[config.mk]
export PLATFORM = sky130hd
export DESIGN_NAME = prod_bcd_conv
export DESIGN_NICKNAME = d
export VERILOG_FILES = /design/src/rtl/prod_bcd_pkg.sv /design/src/rtl/prod_bcd_conv_digit_adj.sv /design/src/rtl/prod_bcd_conv.sv
export SDC_FILE = /design/constraint.sdc
export NUM_CORES = 1
export LEC_CHECK = 0
export CORE_AREA = 2 2 66 68
export DETAILED_ROUTE_END_ITERATION = 7
export DIE_AREA = 0 0 68 70
export PLACE_DENSITY = 0.72
export SYNTH_ARGS = -nofsm -noshare
export SYNTH_HDL_FRONTEND = slang
export SYNTH_SLANG_ARGS = --single-unit
[constraint.sdc]
create_clock -name clk -period 3.8 [get_ports clk]
set_input_delay 0.95 -clock clk [delete_from_list [all_inputs] [get_ports clk]]
set_output_delay 0.95 -clock clk [all_outputs]
set_load 0.01 [all_outputs]
[src/rtl/prod_bcd_pkg.sv]
// Shared types and constants for the product-to-BCD conversion stage.
package prod_bcd_pkg;
  typedef enum logic [1:0] {
    IDLE  = 2'd0,
    SHIFT = 2'd1,
    DONE  = 2'd2
  } state_t;

  localparam int PROD_W = 9;
  localparam int BCD_DIGITS = 3;
  localparam logic [3:0] ADJ_THRESH = 4'd5;
endpackage

[src/rtl/prod_bcd_conv_digit_adj.sv]
// Double-dabble digit correction: a digit of 5 or more gets 3 added before the shift.
module bcd_digit_adj
  import prod_bcd_pkg::*;
(
  input  logic [3:0] d,
  output logic [3:0] q
);
  assign q = (d >= ADJ_THRESH) ? d + 4'd3 : d;
endmodule

[src/rtl/prod_bcd_conv.sv]
// Sequential binary-to-BCD converter: one adjust-and-shift step per clock, valid/ready on both sides.
module prod_bcd_conv
  import prod_bcd_pkg::*;
#(
  parameter int IN_W   = PROD_W,
  parameter int DIGITS = BCD_DIGITS,
  parameter int CNT_W  = 4
) (
  input  logic                clk,
  input  logic                reset,
  input  logic                in_valid,
  output logic                in_ready,
  input  logic [IN_W-1:0]     bin,
  output logic                out_valid,
  input  logic                out_ready,
  output logic [4*DIGITS-1:0] bcd,
  output logic                ovf
);
  localparam int BW = 4 * DIGITS;

  state_t           st, nst;
  logic [IN_W-1:0]  sr;
  logic [BW-1:0]    acc, adj;
  logic [CNT_W-1:0] cnt;
  logic             ovf_r;
  logic             last;

  for (genvar g = 0; g < DIGITS; g++) begin : g_adj
    bcd_digit_adj u_adj (.d(acc[4*g +: 4]), .q(adj[4*g +: 4]));
  end

  assign last = (cnt == CNT_W'(IN_W - 1));

  always_ff @(posedge clk) begin
    if (reset) st <= IDLE;
    else       st <= nst;
  end

  always_comb begin
    nst = st;
    unique case (st)
      IDLE:    if (in_valid)  nst = SHIFT;
      SHIFT:   if (last)      nst = DONE;
      DONE:    if (out_ready) nst = IDLE;
      default:                nst = IDLE;
    endcase
  end

  always_comb begin
    in_ready  = (st == IDLE);
    out_valid = (st == DONE);
  end

  // {acc, sr} shifts as one register; the bit leaving the top digit marks overflow.
  always_ff @(posedge clk) begin
    if (reset) begin
      sr    <= '0;
      acc   <= '0;
      cnt   <= '0;
      ovf_r <= 1'b0;
    end else begin
      unique case (st)
        IDLE: if (in_valid) begin
          sr    <= bin;
          acc   <= '0;
          cnt   <= '0;
          ovf_r <= 1'b0;
        end
        SHIFT: begin
          {acc, sr} <= {adj[BW-2:0], sr, 1'b0};
          ovf_r     <= ovf_r | adj[BW-1];
          cnt       <= cnt + 1'b1;
        end
        default: ;
      endcase
    end
  end

  assign bcd = acc;
  assign ovf = ovf_r;
endmodule

==> results of run 1 <==
==> per-stage QoR <==
step	area, um^2	util (%)	power [mW]
2_1_floorplan	1580	-	0.369
3_3_place_gp	1850	44.7	0.390
3_5_place_dp	1850	44.7	0.391
4_1_cts	1890	45.7	0.548
5_1_grt	1890	45.7	0.570
6_report	1890	45.7	0.545
==> layout by cell type (no fill, tap or decap), types with 4 or more instances in the layout <==
master,netlist,routed
a21oi_1,12,12
a22oi_1,4,4
clkdlybuf4s50_1,0,27
dfxtp_1,28,28
ha_1,8,8
inv_1,15,15
nand2_1,4,4
nand2b_1,4,4
nand3_1,13,13
nor2_1,10,10
o2111ai_1,6,6
o211ai_1,6,6
o21ai_1,11,11
o22ai_1,4,4
o2bb2ai_1,4,4
==> worst max-delay path: cells and delay by family, from the launching register on <==
family	cells	cell delay [ns]
buffers and inverters	1	0.55
flip-flops	1	0.68
AND/OR/NAND/NOR	1	0.23
==> synthesized netlist by cell type, types with 3 or more instances <==
cell type,number
dfxtp_1,28
nand2b_1,4
nor2b_1,3
o22ai_1,4
a22oi_1,4
nor2_1,10
nand2_1,4
buf_4,3
o2bb2ai_1,4
o21ai_1,11
nor4b_2,3
inv_1,15
ha_1,8
nand3_1,13
xnor2_1,3
o2111ai_1,6
a21oi_1,12
o211ai_1,6
buf_6,3
inv_2,3
o21ai_0,3
o21a_1,3
==> final cells by class <==
class,count,area [um^2],share of cell area [%]
Inverter,18,67.6,3.57
Clock buffer,3,41.3,2.18
Sequential cell,28,561,29.6
Multi-Input combinational cell,121,881,46.5
Timing Repair Buffer,28,278,14.7
Tap cell,52,65.1,3.44
==> per-layer routing <==
layer / track usage, % / part of all wire (%) / vias to the layer above
met1: 20.4 / 48 / 616
met3: 3.38 / 3.7 / 5
met4: 3.33 / 0.96 / 0
met5: 0 / 0 / -
li1: - / - / 679
met2: 24.2 / 47 / 29
==> state kept, by name, summed over array words and instances (netlist names) <==
name	cells
bcd	12
sr	9
cnt	4
ovf	1
st	2
==> cells by family (layout without fill, tap and decap cells) <==
group	Yosys count	count (layout)
DFF	28	28
AOI/OAI and AO/OA	60	60
xor gates and xnor gates	3	3
adders and majority gates	8	8
muxes	1	1
buffers and inverters	27	49
and+or+nand+nor	49	49
==> worst paths after layout <==
| kind | slack [ns] | from | endpoint |
|---|---|---|---|
| max reg2reg | 2.14 | st[0] | bcd[2] |
| min reg2reg | 0.50 | cnt[3] | cnt[3] |
| min | 0.50 | cnt[3] | cnt[3] |
| max | 1.11 | st[1] | out_valid |
==> power by group through the flow <==
stage | logic (mW) | clock network (mW) | registers, mW
finish | 0.0741 | 0.161 | 0.311
detailed placement | 0.0739 | 0 | 0.317
global route | 0.0822 | 0.176 | 0.312
global placement | 0.0727 | 0 | 0.317
CTS | 0.0743 | 0.163 | 0.310
floorplan | 0.0531 | 0 | 0.316
==> reports/metrics.yaml, run 1 <==
viasPerCell: 5.32
ys_async_sr_fraction_pct: 0
synth_edf_count: 0
hp-class: "reg2reg"
slew_viol_final: 0
post_cts_buffers: 0
vias: 1329
switching_power_mw: 0.136
start_util_pct: 38.1
cts_resized: 0
synth_top_area_share_pct: 35.5
grt_pass1_wl_um: 5730
ir_drop_v: 0.000146
cts_root_buf: "clkbuf_8"
cp_slowest_stage_delay_ns: 0.68
power_frac_seq_pct: 56.9
reg2reg_depth: 4
final_hold_viol_count: 0
fmax_mhz: 371
ys_seq_area_share_pct: 35.5
setup_ws_ns: 1.11
finalSetupTns_ns: 0
crit_type: "reg2out"
leakage_nw: 0.619
drc_errors: 0
ioPinCount: 28
grt-ovfl-total: 0
placedCellCount: 247
synth.area.mux_share_pct: 0.634
clock_latency_ns: 0.27
fillerInstances: 406
port_buffers: 27
dr.first_iter.drc_count: 92
gp_congestion: 0.801
synth_area_per_cell_um2: 8.96
synth_ff_type: "dfxtp_1"
finalSetupViolations: 0
synth_cells: 176
slowest_stage: "dfxtp_1"
hold_path_depth: 2
grt_pass1_vias: 1242
p_int_mw: 0.409
grt_usage_pct: 15.0
synth_largest_area_cell: "dfxtp_1"
drv_cap: 0
p_per_area_nw_per_um2: 288
post_drt_wl_per_cell_um: 12.9
hpwl_um: 2330
worst_pin_slew_ns: 0.742
fin_cells: 250
die_area_um2: 4760
endpoint_kind: "output pin"
outcome: "complete, no violations"
p_comb_share_pct: 13.6
yosys_warnings: 0
cts_made_buffers: 3
antenna_found_initial: 0
clock_skew_ns: 0.00290
die_x_um: 68
synthDistinctLibCells: 41
syn_area_um2: 1580
switching_share_pct: 24.9
cp.required_ns: 2.85
grt_max_degree: 20
nNetsFinal: 221
hold_ws_ns: 0.501
die_y_um: 70
synth_xor_area_share_pct: 1.67
core-area_um2: 4140
synth_adder_area_share_pct: 6.34
cts_tree: "done"
clkPwrFrac_pct: 29.5
cp-start-kind: "flop"
crit_arrival_ns: 1.74
post-place-ws_ns: 1.03
rsz0062_at_grt: "false"
cts_max_level: 1
drtAntennaViolNets: 0
period_needed_ns: 2.69
drt-total-wl_um: 3220
diodes: 0
clkTransAtPathRegs_ns: 0.09
synth_area_leaders: "dfxtp_1, ha_1, nand3_1"
synth_top_family_by_area: "compound AO/OA/AOI/OAI gates"
dr.pass1.iters: 4
synth_compound_area_share_pct: 27.4
synth-simple-area-share_pct: 19.8
synth-seq-cells: 28
clock_path_buffers: 2
drive_above_1_share_pct: 11.1
hold_buffers: 0
cp_max_fo: 14
area.growth.synth_to_final_pct: 20.0
finalCritPeriodShare_pct: 70.9
slew_headroom_pct: 50.3
syn_nets: 197
rows: 24
clock-sinks: 28
crit_chain: "and2b_1, clkdlybuf4s50_1"
Power figures use the tool's default switching activity.
==> run 2, diff against run 1 <==
==> constraint.sdc (replaced) <==
create_clock -name clk -period 2.55 [get_ports clk]
set_input_delay 0.6375 -clock clk [delete_from_list [all_inputs] [get_ports clk]]
set_output_delay 0.6375 -clock clk [all_outputs]
set_load 0.01 [all_outputs]
==> reports/metrics.yaml, run 2 (synthesis gave the netlist of run 1 again) <==
gp_congestion: 0.773  # -3.5%
mostFrequentLayoutCells: "dfxtp_1, clkdlybuf4s50_1, inv_1"
die_x_um: 68  # unchanged
grt_usage_pct: 15.2  # +0.16 points
cts_made_buffers: 3  # unchanged
antenna_found_initial: 0  # unchanged
cts_tree: "done"
die_y_um: 70  # unchanged
ir_drop_v: 0.000166  # +14%
leakage_nw: 0.637  # +2.8%
crit_family: "flip-flops"
final_hold_viol_count: 0  # unchanged
drive_above_1_share_pct: 12.4  # +1.3 points
ioPinCount: 28  # unchanged
path_buf_inv: 1  # unchanged
endpoint_kind: "output pin"
cts_root_buf: "clkbuf_8"
clock_path_buffers: 2  # unchanged
slowest_stage: "dfxtp_1"
outcome: "complete, no violations"
grt-ovfl-total: 0  # unchanged
drc_errors: 0  # unchanged
dr.first_iter.drc_count: 90  # -2.2%
post_drt_wl_per_cell_um: 12.4  # -3.4%
port_buffers: 27  # unchanged
drt-total-wl_um: 3150  # -2.2%
slew_viol_final: 0  # unchanged
drtAntennaViolNets: 0  # unchanged
clock_skew_ns: 0.00784  # +0.00494 ns
drv_cap: 0  # unchanged
rsz0062_at_grt: "false"
grt_max_degree: 19  # -5.0%
hpwl_um: 2310  # -0.58%
rows: 24  # unchanged
crit_type: "reg2out"
die_area_um2: 4760  # unchanged
nNetsFinal: 223  # +0.90%
hp-class: "reg2reg"
p_per_area_nw_per_um2: 444  # +54%
viasPerCell: 5.24  # -1.4%
finalCritPeriodShare_pct: 91.6
setup_ws_ns: 0.213  # -0.894 ns
finalSetupViolations: 0  # unchanged
period_needed_ns: 2.34
grt_pass1_wl_um: 5750  # +0.47%
hold_buffers: 0  # unchanged
fmax_mhz: 428
dr.pass1.iters: 5  # +1
worst_pin_slew_ns: 0.514  # -0.229 ns
core-area_um2: 4140  # unchanged
crit_arrival_ns: 1.70  # -0.04 ns
cp_max_fo: 14  # unchanged
post-place-ws_ns: 0.529  # -0.505 ns
clkTransAtPathRegs_ns: 0.10  # about the same
reg2reg_setup_slack_ns: 1.09  # -1.05 ns
cp.required_ns: 1.91  # -0.94 ns
cts_max_level: 1  # unchanged
cp_slowest_stage_delay_ns: 0.66  # -0.02 ns
grt_pass1_vias: 1295  # +4.3%
crit_chain: "and2b_1, clkdlybuf4s50_1"
slew_headroom_pct: 65.7  # +15 points
finalSetupTns_ns: 0  # unchanged
post_cts_buffers: 0  # unchanged
largest_reg_flops: 12  # unchanged
vias: 1326  # -0.23%
area.growth.synth_to_final_pct: 21.8
diodes: 0  # unchanged
final_common_cell: "dfxtp_1"
start_util_pct: 38.1  # unchanged
cts_resized: 0  # unchanged
clock_latency_ns: 0.28  # about the same
cp-start-kind: "flop"
clock-sinks: 28  # unchanged
fin_util_pct: 46.4  # +0.69 points
==> run 2: worst reg2reg max path: cells and delay by family, from the launching register on <==
| kind | cells | cell delay [ns] |
|---|---|---|
| AOI/OAI and AO/OA | 2 | 0.45 |
| adders and majority gates | 1 | 0.24 |
| buffers and inverters | 1 | 0.09 |
| DFF | 1 | 0.44 |
| and+or+nand+nor | 1 | 0.17 |
==> run 2: layer usage <==
layer / track usage (%) / up-vias / routed length, um
met1: 21.1 / 613 / 1590
met3: 1.93 / 4 / 94
met2: 23.8 / 22 / 1420
met5: 0 / - / 0
met4: 5.33 / 0 / 46
li1: - / 687 / -
==> run 2: layout make-up <==
type	count	area (um^2)
fill	418	2220
multi-input combinational	121	881
sequential	28	561
timing repair buffer	30	293
inverter	18	67.6
tap	52	65.1
clock buffer	4	55.1
==> run 2: metrics by stage <==
stage | hold WS, ns | area (um^2) | std cells | power [mW]
2_1_floorplan | 0.451 | 1580 | 176 | 0.550
3_3_place_gp | 0.471 | 1870 | 249 | 0.583
3_5_place_dp | 0.473 | 1870 | 249 | 0.585
4_1_cts | 0.493 | 1920 | 253 | 0.859
5_1_grt | 0.516 | 1920 | 253 | 0.891
6_report | 0.493 | 1920 | 253 | 0.854
==> run 2: final timing paths <==
kind | startpoint | endpoint | cells past startpoint
min reg2reg | cnt[3] | cnt[3] | 2
max reg2reg | bcd[8] | ovf | 5
max | st[1] | out_valid | 2
min | cnt[3] | cnt[3] | 2
==> run 2: where the power goes <==
part           internal [mW]  switching [mW]  leakage [nW]
logic                 0.0524          0.0572         0.380
clock network          0.138           0.141        0.0288
registers              0.453          0.0110         0.228
